$ cat src/rtl/div_pkg.sv
// rtl/div_pkg.sv - shared width, FSM state encoding and divide-by-zero constant for div_issue_ctrl
package div_pkg;

  localparam int DIV_WIDTH = 16;

  typedef enum logic [1:0] {
    IDLE  = 2'd0,
    ISSUE = 2'd1,
    WAIT  = 2'd2
  } div_state_t;

  // Quotient produced by div_16b when the divisor is zero.
  localparam logic [DIV_WIDTH-1:0] DBZ_QUOT = '1;

endpackage

$ cat src/rtl/sync_fifo.sv
// rtl/sync_fifo.sv - single-clock request FIFO with occupancy count
module sync_fifo #(
  parameter int DW    = 32,
  parameter int DEPTH = 4
) (
  input  logic                           clk,
  input  logic                           rst_n,
  input  logic                           push,
  input  logic [DW-1:0]                  wdata,
  input  logic                           pop,
  output logic [DW-1:0]                  rdata,
  output logic                           full,
  output logic                           empty,
  output logic [$clog2(DEPTH+1)-1:0]     count
);

  localparam int AW = $clog2(DEPTH);
  localparam int CW = $clog2(DEPTH + 1);

  logic [DW-1:0] mem [DEPTH];
  logic [AW-1:0] wr_ptr;
  logic [AW-1:0] rd_ptr;

  // Storage needs no reset; occupancy is tracked by the pointers and count.
  always_ff @(posedge clk) begin
    if (push) mem[wr_ptr] <= wdata;
  end

  always_ff @(posedge clk or negedge rst_n) begin
    if (!rst_n) begin
      wr_ptr <= '0;
      rd_ptr <= '0;
      count  <= '0;
    end else begin
      if (push) wr_ptr <= wr_ptr + 1'b1;
      if (pop)  rd_ptr <= rd_ptr + 1'b1;
      if (push && !pop)      count <= count + 1'b1;
      else if (pop && !push) count <= count - 1'b1;
    end
  end

  assign rdata = mem[rd_ptr];
  assign full  = (count == CW'(DEPTH));
  assign empty = (count == '0);

endmodule

$ cat src/rtl/div_issue_ctrl.sv
// rtl/div_issue_ctrl.sv - buffers operand pairs, runs the div_16b start/ready handshake, holds one result
module div_issue_ctrl
  import div_pkg::*;
#(
  parameter int WIDTH      = DIV_WIDTH,
  parameter int FIFO_DEPTH = 4
) (
  input  logic             clk,
  input  logic             rst_n,
  input  logic             in_valid,
  output logic             in_ready,
  input  logic [WIDTH-1:0] in_a,
  input  logic [WIDTH-1:0] in_b,
  output logic [WIDTH-1:0] div_a,
  output logic [WIDTH-1:0] div_b,
  output logic             div_start,
  input  logic [WIDTH-1:0] div_quot,
  input  logic [WIDTH-1:0] div_rem,
  input  logic             div_ready,
  output logic             out_valid,
  input  logic             out_ready,
  output logic [WIDTH-1:0] out_quot,
  output logic [WIDTH-1:0] out_rem,
  output logic             out_dbz,
  output logic             busy
);

  div_state_t state;
  div_state_t state_nxt;

  logic                               fifo_push;
  logic                               fifo_pop;
  logic                               fifo_full;
  logic                               fifo_empty;
  logic [$clog2(FIFO_DEPTH+1)-1:0]    fifo_count;
  logic [2*WIDTH-1:0]                 fifo_rdata;
  logic [WIDTH-1:0]                   head_a;
  logic [WIDTH-1:0]                   head_b;

  logic dbz_pend;
  logic slot_free;
  logic issue;
  logic start_clr;
  logic capture;

  assign in_ready  = !fifo_full;
  assign fifo_push = in_valid && in_ready;
  assign fifo_pop  = issue;
  assign {head_a, head_b} = fifo_rdata;

  sync_fifo #(
    .DW    (2 * WIDTH),
    .DEPTH (FIFO_DEPTH)
  ) u_req_fifo (
    .clk   (clk),
    .rst_n (rst_n),
    .push  (fifo_push),
    .wdata ({in_a, in_b}),
    .pop   (fifo_pop),
    .rdata (fifo_rdata),
    .full  (fifo_full),
    .empty (fifo_empty),
    .count (fifo_count)
  );

  // A result being accepted this cycle frees the slot for the next issue.
  assign slot_free = !out_valid || out_ready;

  always_ff @(posedge clk or negedge rst_n) begin
    if (!rst_n) state <= IDLE;
    else        state <= state_nxt;
  end

  // Issuing also waits on div_ready so a divider still busy from before a reset is never restarted.
  always_comb begin
    state_nxt = state;
    issue     = 1'b0;
    start_clr = 1'b0;
    capture   = 1'b0;
    case (state)
      IDLE: begin
        if (!fifo_empty && div_ready && slot_free) begin
          issue     = 1'b1;
          state_nxt = ISSUE;
        end
      end
      ISSUE: begin
        if (!div_ready) begin
          start_clr = 1'b1;
          state_nxt = WAIT;
        end
      end
      WAIT: begin
        if (div_ready) begin
          capture   = 1'b1;
          state_nxt = IDLE;
        end
      end
      default: state_nxt = IDLE;
    endcase
  end

  always_ff @(posedge clk or negedge rst_n) begin
    if (!rst_n) begin
      div_a     <= '0;
      div_b     <= '0;
      div_start <= 1'b0;
      dbz_pend  <= 1'b0;
      out_valid <= 1'b0;
      out_quot  <= '0;
      out_rem   <= '0;
      out_dbz   <= 1'b0;
    end else begin
      if (issue) begin
        div_a     <= head_a;
        div_b     <= head_b;
        dbz_pend  <= (head_b == '0);
        div_start <= 1'b1;
      end else if (start_clr) begin
        div_start <= 1'b0;
      end

      if (capture) begin
        out_quot  <= div_quot;
        out_rem   <= div_rem;
        out_dbz   <= dbz_pend;
        out_valid <= 1'b1;
      end else if (out_valid && out_ready) begin
        out_valid <= 1'b0;
      end
    end
  end

  assign busy = (state != IDLE) || (fifo_count != '0) || out_valid;

endmodule

$ cat config.mk
export PLATFORM = sky130hd
export DESIGN_NAME = div_issue_ctrl
export DESIGN_NICKNAME = d
export VERILOG_FILES = /design/src/rtl/div_pkg.sv /design/src/rtl/sync_fifo.sv /design/src/rtl/div_issue_ctrl.sv
export SDC_FILE = /design/constraint.sdc
export NUM_CORES = 1
export LEC_CHECK = 0
export ABC_CLOCK_PERIOD_IN_PS = 6800
export CORE_MARGIN = 10
export CORE_UTILIZATION = 39
export CTS_CLUSTER_SIZE = 25
export DETAILED_ROUTE_END_ITERATION = 10
export SLEW_MARGIN = 25
export SYNTH_ARGS = -nofsm -noshare
export SYNTH_HDL_FRONTEND = slang
export SYNTH_SLANG_ARGS = --single-unit
export TNS_END_PERCENT = 1
$ cat constraint.sdc
create_clock -name clk -period 6.8 [get_ports clk]
set_input_delay 1.02 -clock clk [delete_from_list [all_inputs] [get_ports clk]]
set_output_delay 1.02 -clock clk [all_outputs]
set_load 0.05 [all_outputs]
==> results of run 1 <==
power by group:
group          switching (mW)  total, mW  internal (mW)  leakage (nW)
combinational            1.22       2.05          0.837          1.21
clock                   0.467       1.11          0.646         0.335
sequential              0.220       1.95           1.73          2.09
metrics by stage:
step | cells | setup WS (ns)
6_report | 797 | 3.30
5_1_grt | 797 | 3.22
4_1_cts | 797 | 3.27
3_5_place_dp | 755 | 3.34
3_3_place_gp | 755 | 3.41
2_1_floorplan | 366 | 3.99
cells in the mapped netlist, drive strengths merged, types with 2 or more instances:
master	n	area (um2)
mux2	67	754
nand2	3	11.3
and3	5	31.3
nor3	2	15.0
dfrtp	77	1930
buf	9	70.1
mux4	32	724
nor2	4	15.0
or4	2	15.0
ha	5	62.6
inv	5	18.8
nor4	2	12.5
o21ai	2	10.0
xnor2	3	26.3
nand2b	3	18.8
edfxtp	128	3840
xor2	3	26.3
clkbuf	7	26.3
cell families (layout without fill, tap and decap cells):
family,count (synthesis),count (layout),share of synthesized area (%)
buffers and inverters,21,187,1.50
adder cells (fa/ha/maj),6,6,1.08
XOR/XNOR,6,6,0.686
flip-flops,205,205,75.3
multiplexers,99,99,19.3
AND/OR/NAND/NOR,25,25,1.88
AO/OA/AOI/OAI,4,4,0.310
layout make-up:
cell class | count | area (um2)
clock inverters | 10 | 52.6
repair buffers | 140 | 1390
multi-input cells | 140 | 1790
flip-flops and latches | 205 | 5770
inverters | 5 | 18.8
clock buffers | 32 | 629
well taps | 265 | 332
fillers | 1640 | 9420
state kept, by name, summed over array words and instances, names as in the netlist, 2 cells and up:
signal             flops
div_a                 16
state                  2
u_req_fifo.wr_ptr      2
u_req_fifo.mem       128
u_req_fifo.count       3
u_req_fifo.rd_ptr      2
div_b                 16
out_quot              16
out_rem               16
worst register-to-register path, stage by stage, from the launching register on:
cell and delay [ns]:
sky130_fd_sc_hd__dfrtp_1 0.43, sky130_fd_sc_hd__or3_1 0.41, sky130_fd_sc_hd__nand4_1 0.10, sky130_fd_sc_hd__buf_4 0.49, sky130_fd_sc_hd__ha_1 0.30, sky130_fd_sc_hd__inv_1 0.06, sky130_fd_sc_hd__fa_1 0.37, sky130_fd_sc_hd__xor2_1 0.17
sky130_fd_sc_hd__nor2_1 0.11, sky130_fd_sc_hd__xor2_1 0.17
metal layers:
layer	global-route usage (%)	vias up	part of all wire, %
li1	-	1726	-
met1	16.4	1985	45
met2	20.5	132	47
met3	3.42	27	5.7
met4	3.13	0	2.0
met5	0	-	0
worst min-delay path by stage:
stage                                                from                               to  slack (ns)  depth (start not counted)
after floorplan           u_req_fifo.count[2]$_DFFE_PN0P_  u_req_fifo.count[2]$_DFFE_PN0P_        0.45                          1
after global placement    u_req_fifo.count[2]$_DFFE_PN0P_  u_req_fifo.count[2]$_DFFE_PN0P_        0.47                          1
after detailed placement           out_rem[2]$_DFFE_PN0P_           out_rem[2]$_DFFE_PN0P_        0.49                          1
after CTS                                           rst_n             div_a[0]$_DFFE_PN0P_        0.34                          1
after global routing                                rst_n             div_a[2]$_DFFE_PN0P_        0.34                          1
final                                               rst_n          out_rem[11]$_DFFE_PN0P_        0.35                          1
==> flow_metrics.tcl, run 1 <==
set metrics [dict create \
    avgRoutedWirePerCell_um 20.3 \
    drt_wl_total_um 16200 \
    detail-route-antenna-nets 0 \
    design_power_total_mw 5.12 \
    timing.setup.tns_ns 0 \
    synth_area_per_cell_um2 20.9 \
    critPathCaptureType "output port" \
    worstReg2RegEnd "u_req_fifo.count[2]$_DFFE_PN0P_" \
    grt_first_pass_wirelength_um 25800 \
    cp.arrival_ns 2.48 \
    netlist_instances 366 \
    fin_crit_period_ns 3.50 \
    drv_cap 0 \
    finalNetCount 590 \
    grt-ovfl-total 0 \
    core_region_area_um2 19400 \
    htree_levels 1 \
    vdd_drop_max_uv 214 \
    most_used_dff_post_synth "sky130_fd_sc_hd__edfxtp_1" \
    path_max_fanout 4 \
    p_per_area_nw_per_um2 513 \
    dpl_cell_area_um2 9300 \
    antenna_found_initial 0 \
    number_of_enable_type_register_cells_in_the_synthesized_netlist 128 \
    syn_area_um2 7670 \
    synth_sequential_area_ratio_pct 75.3 \
    floorplan.die_area_um2 25700 \
    final_layout_size_suffix_gt1_share_pct 26.7 \
    ctsResizeCount 0 \
    yosysUniqueCellTypes 28 \
    run_status "finished, final reports clean" \
    clk-insertion-delay-late_ns 0.50 \
    gpl.final_weighted_congestion 0.695 \
    critPathLaunchType "register" \
    crit_path_end "busy" \
    normalized_max_slew_margin_pct 34.9 \
    leakagePower_nw 3.63 \
    cts_setup_buffers 0 \
    path_depth 3 \
    cpPeakStageDelay_ns 0.73 \
    worstPathBufferInverterCount 1 \
    numCtsBuffers 23 \
    grt_max_degree 68 \
    cp-startpoint "u_req_fifo.count[0]$_DFFE_PN0P_" \
    rsz0062_at_grt "no" \
    die-height_um 160 \
    vias_per_cell 4.86 \
    initial_core_util_pct 39.5 \
    path_class "register to output port" \
    tritoncts_clock_tree "yes" \
    clk_transition_reported_paths_ns 0.06 \
    most-common-layout-cells "sky130_fd_sc_hd__clkdlybuf4s50_1, sky130_fd_sc_hd__edfxtp_1, sky130_fd_sc_hd__dfrtp_1" \
    drtIter0Drc 170 \
    std_cell_rows 51 \
    timing.critical_path.slowest_stage_cell "sky130_fd_sc_hd__clkdlybuf4s50_1" \
    dieWidth_um 160 \
    cts_hold_buffers 0 \
    critPathRequiredTime_ns 5.78 \
    postSynthNetCount 441 \
    detail_route.drc_violations 0 \
    async_sr_flop_fraction_pct 37.6 \
    final_design_area_no_fill_um2 9980 \
    placed_wire_length_estimate_after_detailed_placement_um 10100 \
    drt_pass1_iterations 4 \
    worst_clock_skew_ns 0.00628 \
    layout.cells.most_common "sky130_fd_sc_hd__clkdlybuf4s50_1" \
    max_freq_ghz 0.286 \
    cts.root.buffer_cell "sky130_fd_sc_hd__clkbuf_16" \
    timing_worst_slew_pin_value_ns 0.976 \
    cts.sink_count 205 \
    first_global_vias 4367 \
    critPathTopFamily "simple AND/OR/NAND/NOR gates" \
    final_min_period_over_clock_period_pct 51.4 \
    crit-reg2reg-launch "u_req_fifo.count[0]$_DFFE_PN0P_" \
    synth_seq_cells 205 \
    finalSetupViolations 0 \
    vias_after_detailed_routing 3870 \
    ff2ff_path_depth 9 \
    maxSlewViolCount 0 \
    crit_chain "or3_1 -> or4_1 -> clkdlybuf4s50_1" \
    final.hold.worst_slack_ns 0.354 \
    port_buffers 137 \
    num_io_pins 138 \
    final_hold_viol_count 0 \
    clock_tree.buffer_depth 3 \
    core_utilization_of_the_finished_layout_pct 51.5 \
    worst_hold_path_type "input pin to asynchronous set/reset pin" \
    regToRegSetupSlack_ns 4.12 \
    grt.total_usage_pct 12.6 \
    n_antenna_cell 0 \
    yosys_warnings 0 \
    layout-area-overhead-vs-synth_pct 30.2 \
]
Note: power is estimated with default switching activity, not from simulation.
==> run 2: changes to the inputs <==
ABC_CLOCK_PERIOD_IN_PS = 3000   (was 6800)
clock period = 3 ns   (was 6.8 ns; I/O delays follow)
==> run 2 against run 1 <==
Clock power grew to 2.7 times the previous value; first-iteration DRC count grew 27%; register-to-register slack got worse by 3.4 ns; setup slack got worse by 3.2 ns; die area stayed put; non-clock buffer count rose by 6; wire length is 0.80% lower; critical path type unchanged; critical endpoint unchanged; largest cell class unchanged.
==> flow_metrics.tcl, run 2 (synthesis results as in run 1) <==
set metrics [dict create \
    max_freq_ghz 0.346 \
    normalized_max_slew_margin_pct 47.7 \
    cp.arrival_ns 2.44 \
    detail_route.drc_violations 0 \
    place_ws_ns 0.597 \
    gpl.final_weighted_congestion 0.718 \
    cts_setup_buffers 0 \
    final_hold_viol_count 0 \
    grt.total_usage_pct 12.3 \
    drv_cap 0 \
    cts.root.buffer_cell "sky130_fd_sc_hd__clkbuf_16" \
    p_seq_share_pct 36.2 \
    layout-area-overhead-vs-synth_pct 32.9 \
    leakagePower_nw 3.73 \
    port_buffers 137 \
    drtIter0Drc 216 \
    cpPeakStageDelay_ns 0.73 \
    critPathLaunchType "register" \
    timing.final.ws_setup_ns 0.107 \
    placed_cells_incl_taps 761 \
    n_antenna_cell 0 \
    final-instance-count-excl-fill 801 \
    cellInternalPower_mw 7.82 \
    maxSlewViolCount 0 \
    floorplan.die_area_um2 25700 \
    vdd_drop_max_uv 689 \
    final.hold.worst_slack_ns 0.00145 \
    power.switching_fraction_pct 35.5 \
    dieWidth_um 160 \
    cts.sink_count 205 \
    run_status "finished, final reports clean" \
    grt_max_degree 78 \
    numCtsBuffers 22 \
    switching_power_mw 4.30 \
    drt_wl_total_um 16000 \
    grt-ovfl-total 0 \
    critPathCaptureType "output port" \
    most-common-layout-cells "sky130_fd_sc_hd__clkdlybuf4s50_1, sky130_fd_sc_hd__edfxtp_1, sky130_fd_sc_hd__dfrtp_1" \
    avgRoutedWirePerCell_um 20.0 \
    finalNetCount 595 \
    timing.critical_path.slowest_stage_cell "sky130_fd_sc_hd__clkdlybuf4s50_1" \
    final_min_period_over_clock_period_pct 96.4 \
    clock_tree.buffer_depth 3 \
    timing.setup.tns_ns 0 \
    clock_power_share_pct 24.7 \
    path_max_fanout 4 \
    worst_clock_skew_ns 0.00763 \
    largest_register_ff_count 128 \
    vias_per_cell 4.85 \
    first_global_vias 4396 \
    timing_worst_slew_pin_value_ns 0.784 \
    grt_first_pass_wirelength_um 25300 \
    finalSetupViolations 0 \
    layout.cells.most_common "sky130_fd_sc_hd__clkdlybuf4s50_1" \
    fin_crit_period_ns 2.89 \
    die-height_um 160 \
    crit_chain "or3_1 -> or4_1 -> clkdlybuf4s50_1" \
    num_io_pins 138 \
    clk-insertion-delay-late_ns 0.50 \
    drt_pass1_iterations 4 \
    std_cell_rows 51 \
    tritoncts_clock_tree "yes" \
    initial_core_util_pct 39.5 \
    final_layout_size_suffix_gt1_share_pct 28.0 \
    clk_transition_reported_paths_ns 0.06 \
    worst_hold_path_type "input pin to asynchronous set/reset pin" \
    path_class "register to output port" \
    ctsResizeCount 0 \
    core_utilization_of_the_finished_layout_pct 52.5 \
    register_with_the_highest_flop_count "u_req_fifo.mem" \
    placed_wire_length_estimate_after_detailed_placement_um 10500 \
    antenna_found_initial 1 \
    critPathRequiredTime_ns 2.55 \
    vias_after_detailed_routing 3887 \
    detail-route-antenna-nets 0 \
    p_per_area_nw_per_um2 1190 \
    core_region_area_um2 19400 \
    rsz0062_at_grt "no" \
    htree_levels 1 \
    cts_hold_buffers 0 \
    combinationalPowerShare_pct 39.1 \
]
-- run 2: worst paths after layout --
check | start | endpoint | slack, ns | cells past startpoint
worst max register to register | u_req_fifo.rd_ptr[0]$_DFFE_PN0P_ | dbz_pend$_DFFE_PN0P_ | 0.76 | 4
worst min register to register | u_req_fifo.count[2]$_DFFE_PN0P_ | u_req_fifo.count[2]$_DFFE_PN0P_ | 0.49 | 1
min in group clk | u_req_fifo.count[2]$_DFFE_PN0P_ | u_req_fifo.count[2]$_DFFE_PN0P_ | 0.49 | 1
max in group asynchronous | rst_n | u_req_fifo.rd_ptr[1]$_DFFE_PN0P_ | 2.46 | 1
worst min-delay path | rst_n | out_rem[10]$_DFFE_PN0P_ | 0.001 | 1
worst max-delay path | u_req_fifo.count[0]$_DFFE_PN0P_ | busy | 0.11 | 3
-- run 2: power by group through the flow --
stage | Sequential [mW] | Combinational (mW) | Clock (mW)
2_1_floorplan | 5.85 | 1.78 | 0
4_1_cts | 4.41 | 4.84 | 3.09
3_3_place_gp | 4.42 | 4.78 | 0
3_5_place_dp | 4.46 | 4.84 | 0
5_1_grt | 4.50 | 5.04 | 3.21
6_report | 4.39 | 4.74 | 3.00
-- run 2: area by class of cell --
class                   instances  area (um2)
inverters                       5        18.8
fillers                      1602        9210
clock buffers                  29         608
flip-flops and latches        205        5770
multi-input cells             140        1790
repair buffers                146        1470
clock inverters                11         210
well taps                     265         332
-- run 2: per-stage QoR --
stage | area, um2 | total power, mW
4_1_cts | 10200 | 12.3
6_report | 10200 | 12.1
3_3_place_gp | 9370 | 9.20
2_1_floorplan | 7670 | 7.63
3_5_place_dp | 9370 | 9.30
5_1_grt | 10200 | 12.8
-- run 2: critical path: cells and delay by family (launching register included) --
family	cells	cell delay [ns]
buffers and inverters	1	0.73
DFF	1	0.43
and+or+nand+nor	2	0.80
-- run 2: per-layer routing --
metal / GRT usage [%] / part of all wire (%) / wire [um] / vias to the layer above
met5: 0 / 0.081 / 13 / -
met4: 2.84 / 1.1 / 174 / 2
met3: 4.14 / 8.0 / 1280 / 20
met2: 19.4 / 46 / 7310 / 140
met1: 16.1 / 45 / 7260 / 1988
li1: - / - / - / 1737
